[src/rtl/univ_shift_pkg.sv]
// Shared definitions for the universal shift register: mode select codes
// and the serialiser state encoding.
package univ_shift_pkg;

    localparam logic [2:0] MODE_HOLD  = 3'b000;
    localparam logic [2:0] MODE_LOAD  = 3'b001;
    localparam logic [2:0] MODE_SHL   = 3'b010;
    localparam logic [2:0] MODE_SHR   = 3'b011;
    localparam logic [2:0] MODE_ROL   = 3'b100;
    localparam logic [2:0] MODE_ROR   = 3'b101;
    localparam logic [2:0] MODE_CLEAR = 3'b110;

    typedef enum logic [1:0] {
        ST_IDLE  = 2'd0,
        ST_SHIFT = 2'd1,
        ST_DONE  = 2'd2
    } state_t;

endpackage

[src/rtl/univ_shift_core.sv]
// Combinational next-value function of the register for each mode-select code.
module univ_shift_core
    import univ_shift_pkg::*;
#(
    parameter int WIDTH = 8
) (
    input  logic [WIDTH-1:0] value,
    input  logic [2:0]       mode,
    input  logic [WIDTH-1:0] load_value,
    input  logic             serial_in_l,
    input  logic             serial_in_r,
    output logic [WIDTH-1:0] next_value
);

    // The reserved code 111 falls into the default branch and holds the value.
    always_comb begin
        next_value = value;
        case (mode)
            MODE_HOLD:  next_value = value;
            MODE_LOAD:  next_value = load_value;
            MODE_SHL:   next_value = {value[WIDTH-2:0], serial_in_l};
            MODE_SHR:   next_value = {serial_in_r, value[WIDTH-1:1]};
            MODE_ROL:   next_value = {value[WIDTH-2:0], value[WIDTH-1]};
            MODE_ROR:   next_value = {value[0], value[WIDTH-1:1]};
            MODE_CLEAR: next_value = '0;
            default:    next_value = value;
        endcase
    end

endmodule

[src/rtl/univ_shift_reg.sv]
// Universal register with mode-selected operations and an autonomous
// parallel-to-serial engine reporting busy/done.
module univ_shift_reg
    import univ_shift_pkg::*;
#(
    parameter int             WIDTH     = 8,
    parameter logic [WIDTH-1:0] RESET_VAL = '0,
    parameter bit             MSB_FIRST = 1'b1
) (
    input  logic             clk,
    input  logic             reset,
    input  logic [2:0]       mode,
    input  logic [WIDTH-1:0] parallel_in,
    input  logic             serial_in_l,
    input  logic             serial_in_r,
    input  logic             start,
    output logic [WIDTH-1:0] parallel_out,
    output logic             serial_out,
    output logic             busy,
    output logic             done
);

    localparam int CW = $clog2(WIDTH);

    state_t           state;
    state_t           state_next;
    logic [CW-1:0]    count;
    logic [CW-1:0]    count_next;
    logic [WIDTH-1:0] data;
    logic [WIDTH-1:0] data_next;
    logic [WIDTH-1:0] mode_value;

    univ_shift_core #(
        .WIDTH(WIDTH)
    ) u_core (
        .value      (data),
        .mode       (mode),
        .load_value (parallel_in),
        .serial_in_l(serial_in_l),
        .serial_in_r(serial_in_r),
        .next_value (mode_value)
    );

    // While shifting, the register drains toward the output end with zero fill,
    // so it is empty by the time DONE is reached.
    always_comb begin
        state_next = state;
        count_next = count;
        data_next  = data;
        case (state)
            ST_IDLE: begin
                if (start) begin
                    data_next  = parallel_in;
                    count_next = '0;
                    state_next = ST_SHIFT;
                end else begin
                    data_next = mode_value;
                end
            end
            ST_SHIFT: begin
                data_next  = MSB_FIRST ? {data[WIDTH-2:0], 1'b0}
                                       : {1'b0, data[WIDTH-1:1]};
                count_next = count + CW'(1);
                if (count == CW'(WIDTH - 1)) begin
                    count_next = '0;
                    state_next = ST_DONE;
                end
            end
            ST_DONE: begin
                if (start) begin
                    data_next  = parallel_in;
                    count_next = '0;
                    state_next = ST_SHIFT;
                end else begin
                    state_next = ST_IDLE;
                end
            end
            default: begin
                state_next = ST_IDLE;
            end
        endcase
    end

    always_ff @(posedge clk) begin
        if (reset) begin
            state <= ST_IDLE;
            count <= '0;
            data  <= RESET_VAL;
        end else begin
            state <= state_next;
            count <= count_next;
            data  <= data_next;
        end
    end

    assign parallel_out = data;
    assign serial_out   = MSB_FIRST ? data[WIDTH-1] : data[0];
    assign busy         = (state == ST_SHIFT);
    assign done         = (state == ST_DONE);

endmodule

[config.mk]
export PLATFORM = sky130hd
export DESIGN_NAME = univ_shift_reg
export DESIGN_NICKNAME = d
export VERILOG_FILES = /design/src/rtl/univ_shift_pkg.sv /design/src/rtl/univ_shift_core.sv /design/src/rtl/univ_shift_reg.sv
export SDC_FILE = /design/constraint.sdc
export NUM_CORES = 1
export LEC_CHECK = 0
export ABC_AREA = 1
export BUFFER_PORTS_ARGS = -buffer_cell sky130_fd_sc_hd__buf_2
export CAP_MARGIN = 0
export CORE_MARGIN = 5
export CORE_UTILIZATION = 54
export CTS_CLUSTER_SIZE = 30
export DETAILED_ROUTE_END_ITERATION = 6
export GPL_TIMING_DRIVEN = 0
export PLACE_DENSITY = 0.79
export SYNTH_ARGS = -nofsm -noshare
export SYNTH_HDL_FRONTEND = slang
export SYNTH_SLANG_ARGS = --single-unit
[constraint.sdc]
create_clock -name clk -period 1.7 [get_ports clk]
set_input_delay 0 -clock clk [delete_from_list [all_inputs] [get_ports clk]]
set_output_delay 0 -clock clk [all_outputs]
set_load 0.005 [all_outputs]
# Word level (Yosys, flattened, before mapping)

Cells that the tools add are included.

Bits of input ports: 16
Output and inout bits: 11
Word-level logic and storage cells: 36
Flip-flop bits (word level): 13

Eq/ne operators: 14
Reduce and logical (&&, ||, !) cells: 7
Add/subtract/negate cells: 1
Muxes and demuxes: 11

Operators by type and width:

| operator                                      | count |
|---|---|
| case mux 8 bit (6 select lines)               | 1 |
| case mux 8 bit (3 select lines)               | 1 |
| two-way mux 8 bit                             | 2 |
| == test 3 bit, second input constant          | 4 |
| != test 8 x 2 -> 1 bit, second input constant | 1 |
| == test 3 x 2 -> 1 bit, second input constant | 2 |
| two-way mux 3 bit                             | 2 |
| case mux 2 bit (3 select lines)               | 1 |
| case mux 3 bit (2 select lines)               | 1 |
| two-way mux 2 bit                             | 2 |
| != test 2 x 1 -> 1 bit, second input constant | 2 |
| != test 2 bit, second input constant          | 2 |
| AND reduction 2 bit                           | 2 |
| adder 3 x 1 -> 3 bit, second input constant   | 1 |
| == test 3 x 1 -> 1 bit, second input constant | 1 |
| AND reduction 3 bit                           | 1 |
| nonzero test 3 bit                            | 1 |
| == test 2 x 1 -> 1 bit, second input constant | 1 |
| == test 2 bit, second input constant          | 1 |
| logical NOT 2 bit                             | 1 |
| nonzero test 2 bit                            | 1 |
| OR reduction 2 bit                            | 1 |
| two-way mux 1 bit                             | 1 |

# Logic depth before layout (Yosys ltp)

Depth after elaboration: 4
Depth in mapped cells: 10
Gate-level depth less buffers: 9

# Cells and area by module

Synthesis repeated with hierarchy kept, for this count alone.

Cells, all modules: 263
Area total of the unflattened synthesis: 1,632.8 um^2

By module, submodules not included:

| module          | area each (um^2) | instances | sequential area each (um^2) | cells each |
|---|---|---|---|---|
| univ_shift_reg  | 998.5            | 1         | 260.2                       | 152 |
| univ_shift_core | 634.4            | 1         | 0.0                         | 111 |

# Worst setup path before layout

OpenSTA, ideal clock, no wires.

Path kind: register -> register
From: reg state[0]
To: reg data[0], in the netlist parallel_out[0]
Setup time: 116 ps
Data required time: 1,584 ps
Path buffers: 1
Cell stages (with the launch flop): 8
Data arrival time: 1,243 ps
Period minus slack after synthesis: 1,359 ps
Slack: 341 ps
Path through: dfxtp_1 -> inv_1 -> ha_1 -> a21oi_1 -> nand2_2 -> buf_6 -> nor2_1 -> a21oi_2

Cells in the longest elaborated chain, start to end: 3
Elaborated cells on any way between the ends: 8
Classes of those cells: 4 x eq/ne; 1 x mux; 3 x reduce/logical

RTL lines:

| item                                                                        | RTL line             | RTL |
|---|---|---|
| from (decl)                                                                 | univ_shift_reg.sv:25 | `state_t state;` |
| from (signal assigned)                                                      | univ_shift_reg.sv:90 | `state <= state_next;` |
| == test 2 bit (*)                                                           | --                   |  |
| via done                                                                    | univ_shift_reg.sv:20 | `output logic done` |
| != test 2 bit (no source line) / nonzero test 3 bit (equally long branches) | --                   |  |
| AND reduction 3 bit (no source line)                                        | --                   |  |
| to (signal assigned)                                                        | univ_shift_reg.sv:92 | `data <= data_next;` |
| to (decl)                                                                   | univ_shift_reg.sv:29 | `logic [WIDTH-1:0] data;` |

The timed path passes the listed nets; every way through them passes the cells marked *.
A chain may end at the register's enable or synchronous reset.

# Worst setup path after layout

From: reg state[0]
To: reg data[1], in the netlist parallel_out[1]

Cells in the longest elaborated chain, start to end: 3
Elaborated cells on any way between the ends: 8
Classes of those cells: 4 x eq/ne; 1 x mux; 3 x reduce/logical

RTL lines:

| item                                                                  | RTL line             | RTL |
|---|---|---|
| logical NOT 2 bit, or another cell as far along                       | univ_shift_reg.sv:50 | `case (state)` |
| != test 8 x 2 -> 1 bit (no source line), or another cell as far along | --                   |  |
| AND reduction 3 bit (no source line)                                  | --                   |  |

Several ways; a longest one is shown, not always the timed one.

==> results_dict.tcl <==
set metrics [dict create \
    status "completed" \
    die_h_um 58.5 \
    multiInputGateArea_um2 836 \
    hold_ws_ns 0.0777 \
    cts_root_buf "clkbuf_4" \
    synth_warnings 0 \
    synth_adder_area_share 0.0983 \
    synth_ff_type "dfxtp_1" \
    netlist-cell-type-count 23 \
    die_area_um2 3430 \
    synth_most_common_cell "nand2_1" \
    place_ws_ns 0.215 \
    synth_nets 234 \
    netlist_area_um2 1270 \
    drive_gt1_frac 0.227 \
    yosysSeqAreaShare 0.205 \
    ir_drop_uv 580 \
    cts_buffers 3 \
    avgViaCountPerCell 5.20 \
    endpoint_kind "flip-flop" \
    port_buffers 25 \
    cts_max_level 1 \
    finClkSkew_ns 0.00611 \
    start_util 0.570 \
    synth_mux_area_frac 0 \
    rsz0062_at_grt "no" \
    required_ns 1.89 \
    synth-compound-area-share 0.136 \
    cp_top_family "flip-flops" \
    cp_max_fo 10 \
    finalCriticalPeriod_ns 1.51 \
    coreArea_um2 2230 \
    drc 0 \
    path_clk_slew_ns 0.09 \
    placed_area_um2 1430 \
    slowest_delay_ns 0.38 \
    insertion_delay_ns 0.29 \
    fin_setup_tns_ns 0 \
    grt_pass1_wl_mm 5.44 \
    place_congestion 0.825 \
    wl_per_cell_um 11.8 \
    clock_path_buffers 2 \
    slew_violations 0 \
    gr-total-overflow 0 \
    vias 1383 \
    fp-row-count 17 \
    fin_ws_ns 0.191 \
    cp_slowest_cell "dfxtp_1" \
    crit_arrival_ns 1.70 \
    pin_count 27 \
    synth-seq-cells 13 \
    max_cap_viol_count 0 \
    drt_pass1_iterations 4 \
    grt_pass1_vias 1207 \
    area_growth_pct 15.4 \
    synth_edf_count 0 \
    antenna_found_initial 0 \
    num_antenna_cells 0 \
    drtIter0Drc 106 \
    yosys-top-cells-area "dfxtp_1 20%, nand3_1 16%, nand2_1 13%" \
    hold_viol 0 \
    relSlewSlack 0.742 \
    register_area_um2 260 \
    cts_resized 0 \
    grt_util_all_layers 0.200 \
    period_share 0.888 \
    fin_nets 265 \
    synth_top_family_by_area "simple AND/OR/NAND/NOR gates" \
    worstSetupStartpointType "flip-flop" \
    nFillCells 244 \
    netlist_instances 208 \
    powerDensity_nw_per_um2 748 \
    synth_xor_area_frac 0 \
    die_w_um 58.5 \
    fin_util 0.658 \
    min_path_type "in2reg" \
    cts_tree "built" \
    synthSimpleGateAreaFrac 0.423 \
    leakage_nw 0.764 \
    power_mw 1.10 \
    worstMarginPinSlew_ns 0.386 \
    path_class "reg2reg" \
    avgSynthCellArea_um2 6.12 \
    synth_area_leader_cell "dfxtp_1" \
    grt_max_degree 11 \
    synthArstFlopShare 0 \
    yosys.area.top_type_share 0.205 \
    setup_violations 0 \
    place_inst 261 \
    finalNonFillerCells 266 \
    ant_nets 0 \
    worstPathCellList "inv_1 > ha_1 > a21oi_1 > nand2_2 > buf_6 > nor2_1 > a21oi_2" \
    clock_sinks 13 \
    fmax_mhz 663 \
    hpwl_mm 2.34 \
    final_area_um2 1470 \
    routed_wl_mm 3.14 \
    yosys-top-cells-count "44 x nand2_1, 40 x nand3_1, 29 x nor2_1" \
    cts_setup_buffers 0 \
    worst-path-buf-inv 2 \
]
layout by cell type, fill, tap and decap left out, drive strengths merged, types with 2 or more instances in the layout:
master  Yosys  layout
nor2       31      31
o21ai       2       2
clkbuf      0       4
nand2      49      49
a21oi      14      14
dfxtp      13      13
buf         7      32
nand3      41      41
o22ai       7       7
ha         10      10
inv        30      30
kinds of logic (layout without fill, tap and decap cells):
| family | Yosys count | in the layout |
|---|---|---|
| AOI/OAI and AO/OA | 25 | 25 |
| adders and majority gates | 10 | 10 |
| buffers and inverters | 38 | 68 |
| DFF | 13 | 13 |
| and+or+nand+nor | 122 | 122 |
sequential cells by signal, summed over array words and instances, names as in the netlist:
name	flops
count	3
parallel_out	8
state	2
where the power goes:
part | leakage, nW | switching [mW] | internal (mW)
registers | 0.107 | 0.0612 | 0.351
clock network | 0.0150 | 0.110 | 0.0913
logic | 0.642 | 0.296 | 0.188
total | 0.764 | 0.468 | 0.630
final timing paths:
kind,startpoint,endpoint,slack [ns],cells after the start
setup / recovery,state[0],parallel_out[1],0.19,7
setup reg to reg,state[0],parallel_out[1],0.19,7
hold / removal,parallel_in[5],parallel_out[5],0.08,5
hold reg to reg,count[2],count[2],0.47,2
cell type report:
class | count | share of cell area
Timing Repair Buffer | 26 | 0.0920
Buffer | 7 | 0.0375
Tap cell | 28 | 0.0239
Inverter | 31 | 0.0826
Clock buffer | 4 | 0.0179
Multi-Input combinational cell | 157 | 0.569
Sequential cell | 13 | 0.177
worst register-to-register path: cells and delay by family, from the launching register on:
| kind | cells | cell delay, ns |
|---|---|---|
| simple gates | 2 | 0.28 |
| fa+ha+maj | 1 | 0.24 |
| flops | 1 | 0.38 |
| compound gates | 2 | 0.25 |
| buf+inv | 2 | 0.26 |
layer usage:
| layer | wire [um] | up-vias | global-route usage |
|---|---|---|---|
| li1 | - | 730 | - |
| met1 | 1530 | 595 | 0.286 |
| met2 | 1350 | 51 | 0.308 |
| met3 | 208 | 7 | 0.0219 |
| met4 | 53 | 0 | 0.0728 |
| met5 | 0 | - | 0 |
repair_timing:
item / CTS / global route
setup endpoints to repair: 0 / 0
hold buffers: 1 / 0
hold endpoints to repair: 4 / 0
(Power assumes the default switching activity.)
